==> src/rtl/lsu_xbar.sv <==
// Single-master to two-slave AXI-lite router: SRAM on slave0, MMIO on slave1.
// Unmapped addresses get DECERR locally; only one transaction is in flight at a time.
module lsu_xbar #(
    parameter logic [31:0] S0_BASE = 32'h8000_0000,
    parameter logic [31:0] S0_SIZE = 32'h0800_0000,
    parameter logic [31:0] S1_BASE = 32'ha000_0000,
    parameter logic [31:0] S1_SIZE = 32'h0000_1000
) (
    input  logic        clk,
    input  logic        rst_n,
    input  logic [31:0] m_araddr,
    input  logic        m_arvalid,
    output logic        m_arready,
    output logic [31:0] m_rdata,
    output logic [1:0]  m_rresp,
    output logic        m_rvalid,
    input  logic        m_rready,
    input  logic [31:0] m_awaddr,
    input  logic        m_awvalid,
    output logic        m_awready,
    input  logic [31:0] m_wdata,
    input  logic [3:0]  m_wstrb,
    input  logic        m_wvalid,
    output logic        m_wready,
    output logic [1:0]  m_bresp,
    output logic        m_bvalid,
    input  logic        m_bready,
    output logic [31:0] s0_araddr,
    output logic        s0_arvalid,
    input  logic        s0_arready,
    input  logic [31:0] s0_rdata,
    input  logic [1:0]  s0_rresp,
    input  logic        s0_rvalid,
    output logic        s0_rready,
    output logic [31:0] s0_awaddr,
    output logic        s0_awvalid,
    input  logic        s0_awready,
    output logic [31:0] s0_wdata,
    output logic [3:0]  s0_wstrb,
    output logic        s0_wvalid,
    input  logic        s0_wready,
    input  logic [1:0]  s0_bresp,
    input  logic        s0_bvalid,
    output logic        s0_bready,
    output logic [31:0] s1_araddr,
    output logic        s1_arvalid,
    input  logic        s1_arready,
    input  logic [31:0] s1_rdata,
    input  logic [1:0]  s1_rresp,
    input  logic        s1_rvalid,
    output logic        s1_rready,
    output logic [31:0] s1_awaddr,
    output logic        s1_awvalid,
    input  logic        s1_awready,
    output logic [31:0] s1_wdata,
    output logic [3:0]  s1_wstrb,
    output logic        s1_wvalid,
    input  logic        s1_wready,
    input  logic [1:0]  s1_bresp,
    input  logic        s1_bvalid,
    output logic        s1_bready
);

    typedef enum logic [2:0] {IDLE, RD_ADDR, RD_DATA, RD_ERR, WR_ADDR, WR_RESP, WR_ERR} state_t;

    state_t      state_q, state_d;
    logic        sel_q, sel_d;
    logic [31:0] addr_q, addr_d;
    logic [31:0] wdata_q, wdata_d;
    logic [3:0]  wstrb_q, wstrb_d;
    logic        aw_done_q, aw_done_d;
    logic        w_done_q, w_done_d;

    logic [1:0]  s_arvalid, s_awvalid, s_wvalid, s_rready, s_bready;
    logic [1:0]  sel_oh, rd_tgt, wr_tgt;
    logic        wr_go, rd_phase, wr_phase;
    logic        sel_arready, sel_awready, sel_wready, sel_rvalid, sel_bvalid;
    logic [31:0] sel_rdata;
    logic [1:0]  sel_rresp, sel_bresp;

    // 0 = slave0, 1 = slave1, 2 = unmapped; offsets wrap so a region may straddle 2^32
    function automatic logic [1:0] decode(input logic [31:0] a);
        logic [31:0] off0, off1;
        off0 = a - S0_BASE;
        off1 = a - S1_BASE;
        if (off1 < S1_SIZE)      return 2'd1;
        else if (off0 < S0_SIZE) return 2'd0;
        else                     return 2'd2;
    endfunction

    assign rd_tgt = decode(m_araddr);
    assign wr_tgt = decode(m_awaddr);
    assign sel_oh = sel_q ? 2'b10 : 2'b01;

    assign sel_arready = sel_q ? s1_arready : s0_arready;
    assign sel_awready = sel_q ? s1_awready : s0_awready;
    assign sel_wready  = sel_q ? s1_wready  : s0_wready;
    assign sel_rvalid  = sel_q ? s1_rvalid  : s0_rvalid;
    assign sel_rdata   = sel_q ? s1_rdata   : s0_rdata;
    assign sel_rresp   = sel_q ? s1_rresp   : s0_rresp;
    assign sel_bvalid  = sel_q ? s1_bvalid  : s0_bvalid;
    assign sel_bresp   = sel_q ? s1_bresp   : s0_bresp;

    always_comb begin
        state_d   = state_q;
        sel_d     = sel_q;
        addr_d    = addr_q;
        wdata_d   = wdata_q;
        wstrb_d   = wstrb_q;
        aw_done_d = aw_done_q;
        w_done_d  = w_done_q;
        m_arready = 1'b0;
        m_awready = 1'b0;
        m_wready  = 1'b0;
        m_rvalid  = 1'b0;
        m_rdata   = '0;
        m_rresp   = '0;
        m_bvalid  = 1'b0;
        m_bresp   = '0;
        s_arvalid = '0;
        s_awvalid = '0;
        s_wvalid  = '0;
        s_rready  = '0;
        s_bready  = '0;
        wr_go     = !m_arvalid && m_awvalid && m_wvalid;
        case (state_q)
            IDLE: begin
                m_arready = 1'b1;
                m_awready = wr_go;
                m_wready  = wr_go;
                if (m_arvalid) begin
                    addr_d  = m_araddr;
                    sel_d   = (rd_tgt == 2'd1);
                    state_d = (rd_tgt == 2'd2) ? RD_ERR : RD_ADDR;
                end else if (wr_go) begin
                    addr_d  = m_awaddr;
                    wdata_d = m_wdata;
                    wstrb_d = m_wstrb;
                    sel_d   = (wr_tgt == 2'd1);
                    state_d = (wr_tgt == 2'd2) ? WR_ERR : WR_ADDR;
                end
            end
            RD_ADDR: begin
                s_arvalid = sel_oh;
                if (sel_arready) state_d = RD_DATA;
            end
            RD_DATA: begin
                m_rvalid = sel_rvalid;
                m_rdata  = sel_rdata;
                m_rresp  = sel_rresp;
                s_rready = m_rready ? sel_oh : 2'b00;
                if (sel_rvalid && m_rready) state_d = IDLE;
            end
            RD_ERR: begin
                m_rvalid = 1'b1;
                m_rresp  = 2'b11;
                if (m_rready) state_d = IDLE;
            end
            WR_ADDR: begin
                // AW and W complete independently; each valid drops once its own handshake is seen
                s_awvalid = aw_done_q ? 2'b00 : sel_oh;
                s_wvalid  = w_done_q  ? 2'b00 : sel_oh;
                aw_done_d = aw_done_q | sel_awready;
                w_done_d  = w_done_q  | sel_wready;
                if (aw_done_d && w_done_d) begin
                    state_d   = WR_RESP;
                    aw_done_d = 1'b0;
                    w_done_d  = 1'b0;
                end
            end
            WR_RESP: begin
                m_bvalid = sel_bvalid;
                m_bresp  = sel_bresp;
                s_bready = m_bready ? sel_oh : 2'b00;
                if (sel_bvalid && m_bready) state_d = IDLE;
            end
            WR_ERR: begin
                m_bvalid = 1'b1;
                m_bresp  = 2'b11;
                if (m_bready) state_d = IDLE;
            end
            default: state_d = IDLE;
        endcase
    end

    always_ff @(posedge clk) begin
        if (!rst_n) begin
            state_q   <= IDLE;
            sel_q     <= 1'b0;
            addr_q    <= '0;
            wdata_q   <= '0;
            wstrb_q   <= '0;
            aw_done_q <= 1'b0;
            w_done_q  <= 1'b0;
        end else begin
            state_q   <= state_d;
            sel_q     <= sel_d;
            addr_q    <= addr_d;
            wdata_q   <= wdata_d;
            wstrb_q   <= wstrb_d;
            aw_done_q <= aw_done_d;
            w_done_q  <= w_done_d;
        end
    end

    assign rd_phase = (state_q == RD_ADDR) || (state_q == RD_DATA);
    assign wr_phase = (state_q == WR_ADDR) || (state_q == WR_RESP);

    assign s0_arvalid = s_arvalid[0];
    assign s1_arvalid = s_arvalid[1];
    assign s0_awvalid = s_awvalid[0];
    assign s1_awvalid = s_awvalid[1];
    assign s0_wvalid  = s_wvalid[0];
    assign s1_wvalid  = s_wvalid[1];
    assign s0_rready  = s_rready[0];
    assign s1_rready  = s_rready[1];
    assign s0_bready  = s_bready[0];
    assign s1_bready  = s_bready[1];

    assign s0_araddr = (rd_phase && !sel_q) ? addr_q  : '0;
    assign s1_araddr = (rd_phase &&  sel_q) ? addr_q  : '0;
    assign s0_awaddr = (wr_phase && !sel_q) ? addr_q  : '0;
    assign s1_awaddr = (wr_phase &&  sel_q) ? addr_q  : '0;
    assign s0_wdata  = (wr_phase && !sel_q) ? wdata_q : '0;
    assign s1_wdata  = (wr_phase &&  sel_q) ? wdata_q : '0;
    assign s0_wstrb  = (wr_phase && !sel_q) ? wstrb_q : '0;
    assign s1_wstrb  = (wr_phase &&  sel_q) ? wstrb_q : '0;

endmodule

==> config.mk <==
export PLATFORM = sky130hd
export DESIGN_NAME = lsu_xbar
export DESIGN_NICKNAME = d
export VERILOG_FILES = /design/src/rtl/lsu_xbar.sv
export SDC_FILE = /design/constraint.sdc
export NUM_CORES = 1
export LEC_CHECK = 0
export BUFFER_PORTS_ARGS = -buffer_cell sky130_fd_sc_hd__buf_2
export CAP_MARGIN = 30
export CORE_AREA = 2 2 170 172
export CTS_BUF_LIST = sky130_fd_sc_hd__clkbuf_4
export CTS_CLUSTER_DIAMETER = 100
export DETAILED_ROUTE_END_ITERATION = 12
export DIE_AREA = 0 0 172 174
export GPL_TIMING_DRIVEN = 1
export SYNTH_ARGS = -nofsm -noshare
export SYNTH_HDL_FRONTEND = slang
export SYNTH_SLANG_ARGS = --single-unit
==> constraint.sdc <==
create_clock -name clk -period 4.9 [get_ports clk]
set_input_delay 0.245 -clock clk [delete_from_list [all_inputs] [get_ports clk]]
set_output_delay 0.245 -clock clk [all_outputs]
set_load 0.01 [all_outputs]
==> results by group, run 1 <==
Timing
  – Final setup fails: 0
  – Fin. Hold Viols: 0
  – Layout Skew: around 0.024 ns
  – Slew headroom: 0.436
  – Final Cycle Share: 0.576
  – Setup TNS: 0 ns
  – Final Max Slew Viols: 0
  – Tmin final: between 2 and 3 ns
  – Max frequency: 354 MHz
  – RSZ-0062 raised after global routing: false
  – Slew @ Worst Pin: about 0.85 ns

Floorplanning
  – Core ar.: approximately 28000 µm²
  – Chip Width: approximately 170 µm
  – Area of the die: about 30000 µm²
  – Row Count: between 60 and 70
  – I/O pins: between 400 and 500
  – Die height: roughly 170 µm
  – Initial Util: 0.189

Placement
  – Placed cell count: approximately 1500
  – I/O Buffers: around 440
  – Hpwl dp: approximately 20 mm
  – Routability cong.: approximately 0.84

Worst setup path
  – Slowest CP cell: dfxtp_1
  – Critical path type: reg2out
  – Reg2reg end: wdata_q[28]
  – CP bufs+invs: 3
  – R2R depth: 6
  – Largest delay share family, worst path: buffers and inverters
  – Worst EP arrival: around 2.6 ns
  – Critical Path Fanout Max: 38
  – Worst path cell trace: nor2_1 > nand4_2 > buf_4 > inv_2 > buf_2
  – Max stage delay on crit path: 0.81 ns
  – Worst setup SP type: register
  – WP data required: between 4 and 5 ns
  – R2r startpoint: state_q[2]
  – Reg2Reg Setup Slack: around 2.6 ns
  – Crit end category: output pin

Synth
  – Ys flop type: dfxtp_1
  – Count leader, synth: and2_1
  – Syn Inst Count: between 700 and 800
  – Yosys synthesis warning count: 0
  – Post-synth ARST share: 0
  – Syn nets: approximately 920
  – Synth cell types: 47
  – Netlist Area Pre-Place: between 5000 and 6000 µm²
  – Synth cell count leaders: and2_1 (140), nand2_1 (81), nor2_1 (78)
  – Mapped Avg Cell Area: roughly 7.3 µm²
  – Post-synth top area share: 0.278
  – Area contributors post-synth: dfxtp_1 (28%), and2_1 (16%), mux2i_1 (12%)
  – Synthesized flop and latch total: 74
  – Sequential fraction of the synthesis area: 0.278
  – Yosys top cell by area: dfxtp_1
  – Number of flops mapped to enable cells by yosys: 0

Worst hold path
  – Hold path cells: 3
  – WHS Endpoint: wdata_q[28]
  – HP Class: in2reg
  – Hold Crit Start: m_wdata[28]

Detailed routing
  – DRC Markers: 0
  – Post-DRT Antenna Nets: 0
  – DR WL/cell: between 15 and 20 µm
  – Vias after detailed routing: around 6700
  – DRT iter0 DRCs: ~180
  – Routed WL: 25.2 mm
  – Vias per std cell: 4.30
  – Pre-Repair DR Iteration Count: 4

Power
  – VDD IR max: 0.169 mV
  – Tot Pwr: between 3 and 4 mW
  – Leakage: approximately 4.6 nW
  – Power Density: around 360 nW/µm²

Global routing
  – GRT busiest layer: met2
  – Vias in the first global route: around 6200
  – First-pass GRT wire length: 35.8 mm
  – Routing usage on met2: 0.288
  – Initial antenna violation count: 13
  – Gr usage total: 0.158
  – Met1 usage: 0.180
  – Met3 GRT Util: 0.0303
  – Largest net degree at the start of global routing: slightly above 70
  – GR Overflow Total: 0

Clocking
  – Max Buffers Root-to-Sink: 2
  – TritonCTS buffer count: 9
  – H-tree depth: 3
  – Root Driver: clkbuf_4
  – Clock latency on the worst-skew pair: between 0.4 and 0.5 ns
  – CTS tree: built
  – Clk sinks: 74
  – Clk pin slew, worst setup/hold paths: 0.14 ns

Run
  – Max-cap viol count: 0

Final layout
  – Layout Cells excl Fill: approximately 1600
  – Fill count: around 3100
  – Seq. cell area: 1490 µm²
  – Synth-to-Final Area Change: 57.6%
  – Final core utilization: 0.298
  – Layout cells sized above 1: 0.416
  – Multi-input gate area: approximately 3500 µm²
  – Final net count: between 1000 and 1500

Outcome
  – Status: finished, final reports clean
==> worst max-delay path by stage <==
stage                           from            to  slack (ns)  cells past startpoint
after floorplan           state_q[2]  s0_wdata[14]        3.18                      5
after global placement    state_q[0]  s0_araddr[2]        2.18                      4
after detailed placement   m_arvalid     m_awready        2.45                      7
after CTS                 state_q[2]     m_awready        1.91                      5
after global routing      state_q[2]     m_awready        1.76                      5
final                     state_q[2]     m_awready        2.08                      5
==> cells by family (layout without fill, tap and decap cells) <==
group | count (synthesis) | after routing | share of synthesized area
XOR/XNOR | 2 | 2 | 0.00329
AND/OR/NAND/NOR | 415 | 415 | 0.417
other | 0 | 8 | 0
multiplexers | 67 | 67 | 0.126
adder cells (fa/ha/maj) | 2 | 2 | 0.00469
buffers and inverters | 76 | 509 | 0.0626
AO/OA/AOI/OAI | 90 | 90 | 0.109
flip-flops | 74 | 74 | 0.278
==> routing by layer <==
metal  share of wire  wire length [µm]
met1            0.40             10200
met4           0.025               619
met3           0.068              1720
met2            0.50             12700
met5         0.00052                13
==> sequential cells by signal (all words and copies together), names as in the netlist <==
name and flops:
addr_q 32, sel_q 1, w_done_q 1, state_q 3, wdata_q 32, wstrb_q 4
aw_done_q 1
==> power breakdown <==
part / leakage (nW) / switching (mW) / internal (mW)
clock network: 0.0864 / 0.250 / 0.207
logic: 3.88 / 0.947 / 0.633
registers: 0.606 / 0.223 / 0.741
==> layout make-up <==
cell class / count / share of cell area
tap: 384 / 0.0572
clock buffer: 9 / 0.00804
inverter: 8 / 0.00357
multi-input combinational: 576 / 0.421
clock inverter: 6 / 0.0109
antenna: 8 / 0.00238
sequential: 74 / 0.177
timing repair buffer: 486 / 0.321
==> cells in the final DEF (no fill, tap or decap), drive strengths merged, types with 13 or more instances in the layout <==
master	n
nor2	78
nand2	81
buf	451
nor3	13
dfxtp	74
dlygate4sd3	35
mux2i	65
a21oi	40
a211oi	33
and3	64
and2	140
==> metrics by stage <==
step	hold WS [ns]	cell area [µm²]	setup WS, ns
floorplan	0.381	5330	3.18
global placement	0.452	7810	2.18
detailed placement	0.456	7880	2.45
CTS	0.00684	8390	1.91
global route	0.0315	8400	1.76
finish	0.0734	8410	2.08
==> what timing repair did <==
item	CTS	global route
hold buffers	35	0
setup buffers	0	0
hold endpoints to repair	35	0
resized for setup	0	0
==> worst register-to-register path, cell delays in order, from the launching register on <==
cell     delay (ns)
dfxtp_1        0.81
nor2_1         0.20
nand4_2        0.14
buf_4          0.36
inv_2          0.38
nand2_1        0.18
a21oi_1        0.07
Power figures use the tool's default switching activity.
==> run 2, diff against run 1 <==
- clock period: 4.9 -> 2.5 ns (I/O delays scaled with it)
==> run 2 against run 1 <==
Effect of this change:
- sequential share of layout area decreased by 0.64 points
- utilization increased by 1.2 points
- via count increased by 2.3%
- worst hold slack got worse by 0.028 ns
- critical path type unchanged
- critical endpoint is now s0_araddr[2]
- largest power group unchanged
==> results by group, run 2 (synthesis gave the netlist of run 1 again) <==
Detailed routing
  – Vias per std cell: 4.31 (+0.15%)
  – Post-DRT Antenna Nets: 0 (unchanged)
  – DR WL/cell: 16.1 µm (-1.0%)
  – DRT iter0 DRCs: 224 (+23%)
  – Routed WL: 25.5 mm (+1.1%)
  – Vias after detailed routing: 6827 (+2.3%)
  – Pre-Repair DR Iteration Count: 4 (unchanged)
  – DRC Markers: 0 (unchanged)

Timing
  – Tmin final: ~2.3 ns
  – Layout Skew: 0.0156 ns (-0.00804 ns)
  – Max frequency: approximately 440 MHz
  – Slew headroom: 0.489 (+0.0534)
  – Final Cycle Share: 0.915
  – Setup TNS: 0 ns (unchanged)
  – RSZ-0062 raised after global routing: false
  – Fin. Hold Viols: 0 (unchanged)
  – Final setup fails: 0 (unchanged)
  – Final Max Slew Viols: 0 (unchanged)
  – Post-route setup slack: 0.212 ns (-1.86 ns)
  – Worst hold slack: 0.0456 ns (-0.0278 ns)
  – Slew @ Worst Pin: 0.766 ns (-0.0800 ns)

Clocking
  – Max Buffers Root-to-Sink: 2 (unchanged)
  – CTS tree: built
  – Root Driver: clkbuf_4
  – Clock latency on the worst-skew pair: 0.43 ns (about the same)
  – Clk pin slew, worst setup/hold paths: 0.15 ns (about the same)
  – Clk sinks: 74 (unchanged)
  – H-tree depth: 3 (unchanged)
  – TritonCTS buffer count: 9 (unchanged)

Final layout
  – Layout cells sized above 1: 0.409 (-0.00686)
  – Layout Cells excl Fill: 1584 (+2.1%)
  – Most frequent cells in the layout: buf_2 (439), and2_1 (140), nand2_1 (81)
  – Synth-to-Final Area Change: 63.8%
  – Fill count: 3122 (+0.13%)
  – Largest regs: addr_q: 32 flops, wdata_q: 32 flops, wstrb_q: 4 flops
  – Commonest non-fill, non-tap cell in the layout: buf_2
  – Final net count: 1384 (+2.8%)
  – Final core utilization: 0.309 (+0.0117)

Power
  – Clock share of power: 0.138 (-0.014)
  – Power Density: 675 nW/µm² (+89%)
  – VDD IR max: 0.298 mV (+77%)
  – Pint: 3.09 mW (+96%)
  – Switching power: 2.81 mW (+98%)
  – Sw frac: 0.476 (+0.00290)
  – Flop pwr share: 0.321 (about the same)
  – Logic pwr share: 0.541 (+0.015)
  – Leakage: 4.72 nW (+3.3%)

Floorplanning
  – Chip Width: 172 µm (unchanged)
  – I/O pins: 440 (unchanged)
  – Area of the die: 29900 µm² (unchanged)
  – Initial Util: 0.189 (unchanged)
  – Die height: 174 µm (unchanged)
  – Core ar.: 28200 µm² (unchanged)
  – Row Count: 62 (unchanged)

Global routing
  – GR Overflow Total: 0 (unchanged)
  – Vias in the first global route: 6153 (-0.60%)
  – Largest net degree at the start of global routing: 65 (-9.7%)
  – First-pass GRT wire length: 36.0 mm (+0.54%)
  – Gr usage total: 0.158 (about the same)
  – Initial antenna violation count: 7 (-6)

Worst setup path
  – Crit end category: output pin
  – Critical path type: reg2out
  – R2r startpoint: sel_q
  – Reg2Reg Setup Slack: 0.67 ns (-1.94 ns)
  – Worst setup SP type: register
  – CP startpoint: state_q[0]
  – Worst EP arrival: 2.16 ns (-0.42 ns)
  – Critical Path Fanout Max: 64 (+68%)
  – WP data required: 2.38 ns (-2.28 ns)

Worst hold path
  – HP Class: in2reg
  – Hold Crit Start: m_awaddr[17]

Placement
  – Placed cell count: 1497 (+0.27%)
  – Routability cong.: 0.813 (-3.0%)
  – Placement Setup Slack: 0.526 ns (-1.92 ns)
  – Hpwl dp: 19.9 mm (about the same)
  – I/O Buffers: 439 (unchanged)

Outcome
  – Status: finished, final reports clean

Run
  – Max-cap viol count: 0 (unchanged)
[run 2: cell types whose count changed in the layout (fill, tap and decap cells not counted), sizes merged]
cell / before / now
buf: 451 / 456
bufinv: 2 / 1
clkinv: 3 / 4
clkinvlp: 0 / 1
diode: 8 / 2
dlygate4sd3: 35 / 68
[run 2: final timing paths]
path | to | cells past startpoint
worst min-delay path | addr_q[17] | 3
worst max register to register | state_q[2] | 5
worst min register to register | wdata_q[19] | 2
worst max-delay path | s0_araddr[2] | 6
[run 2: repair_timing]
action                                 CTS  global route
setup endpoints to repair                1            82
endpoints found under the hold margin   56             0
hold buffers                            68             0
setup buffers                            0             1
resized for setup                        1             1
pin swaps                                0             0
[run 2: final cells by class]
cell class / instances / area [µm²] / area share
multi-input cells: 576 / 3540 / 0.405
repair buffers: 524 / 3050 / 0.349
flip-flops and latches: 74 / 1490 / 0.170
well taps: 384 / 480 / 0.0550
clock inverters: 7 / 77.6 / 0.00888
clock buffers: 9 / 67.6 / 0.00773
inverters: 8 / 30.0 / 0.00344
diodes: 2 / 5.00 / 0.000573
[run 2: metrics by stage]
stage / total power [mW] / instance area [µm²]
global placement: 4.97 / 7890
finish: 5.90 / 8740
floorplan: 3.72 / 5330
CTS: 5.96 / 8710
detailed placement: 5.02 / 7890
global route: 6.40 / 8740
[run 2: power groups by stage]
stage               Combinational (mW)  Clock [mW]  Sequential, mW
floorplan                         2.08           0            1.64
global placement                  3.05           0            1.92
detailed placement                3.08           0            1.94
CTS                               3.18       0.870            1.91
global route                      3.54       0.914            1.95
finish                            3.19       0.814            1.89
[run 2: critical path, stage by stage (launching register included)]
cell,delay [ns]
dfxtp_1,0.62
nand2b_1,0.11
buf_4,0.20
a21oi_4,0.17
buf_12,0.23
and3_1,0.20
buf_2,0.15
[run 2: per-layer routing]
layer	wire, µm	GRT usage
met5	11	0
met4	295	0.0347
met3	1640	0.0326
met2	13500	0.305
met1	10100	0.176
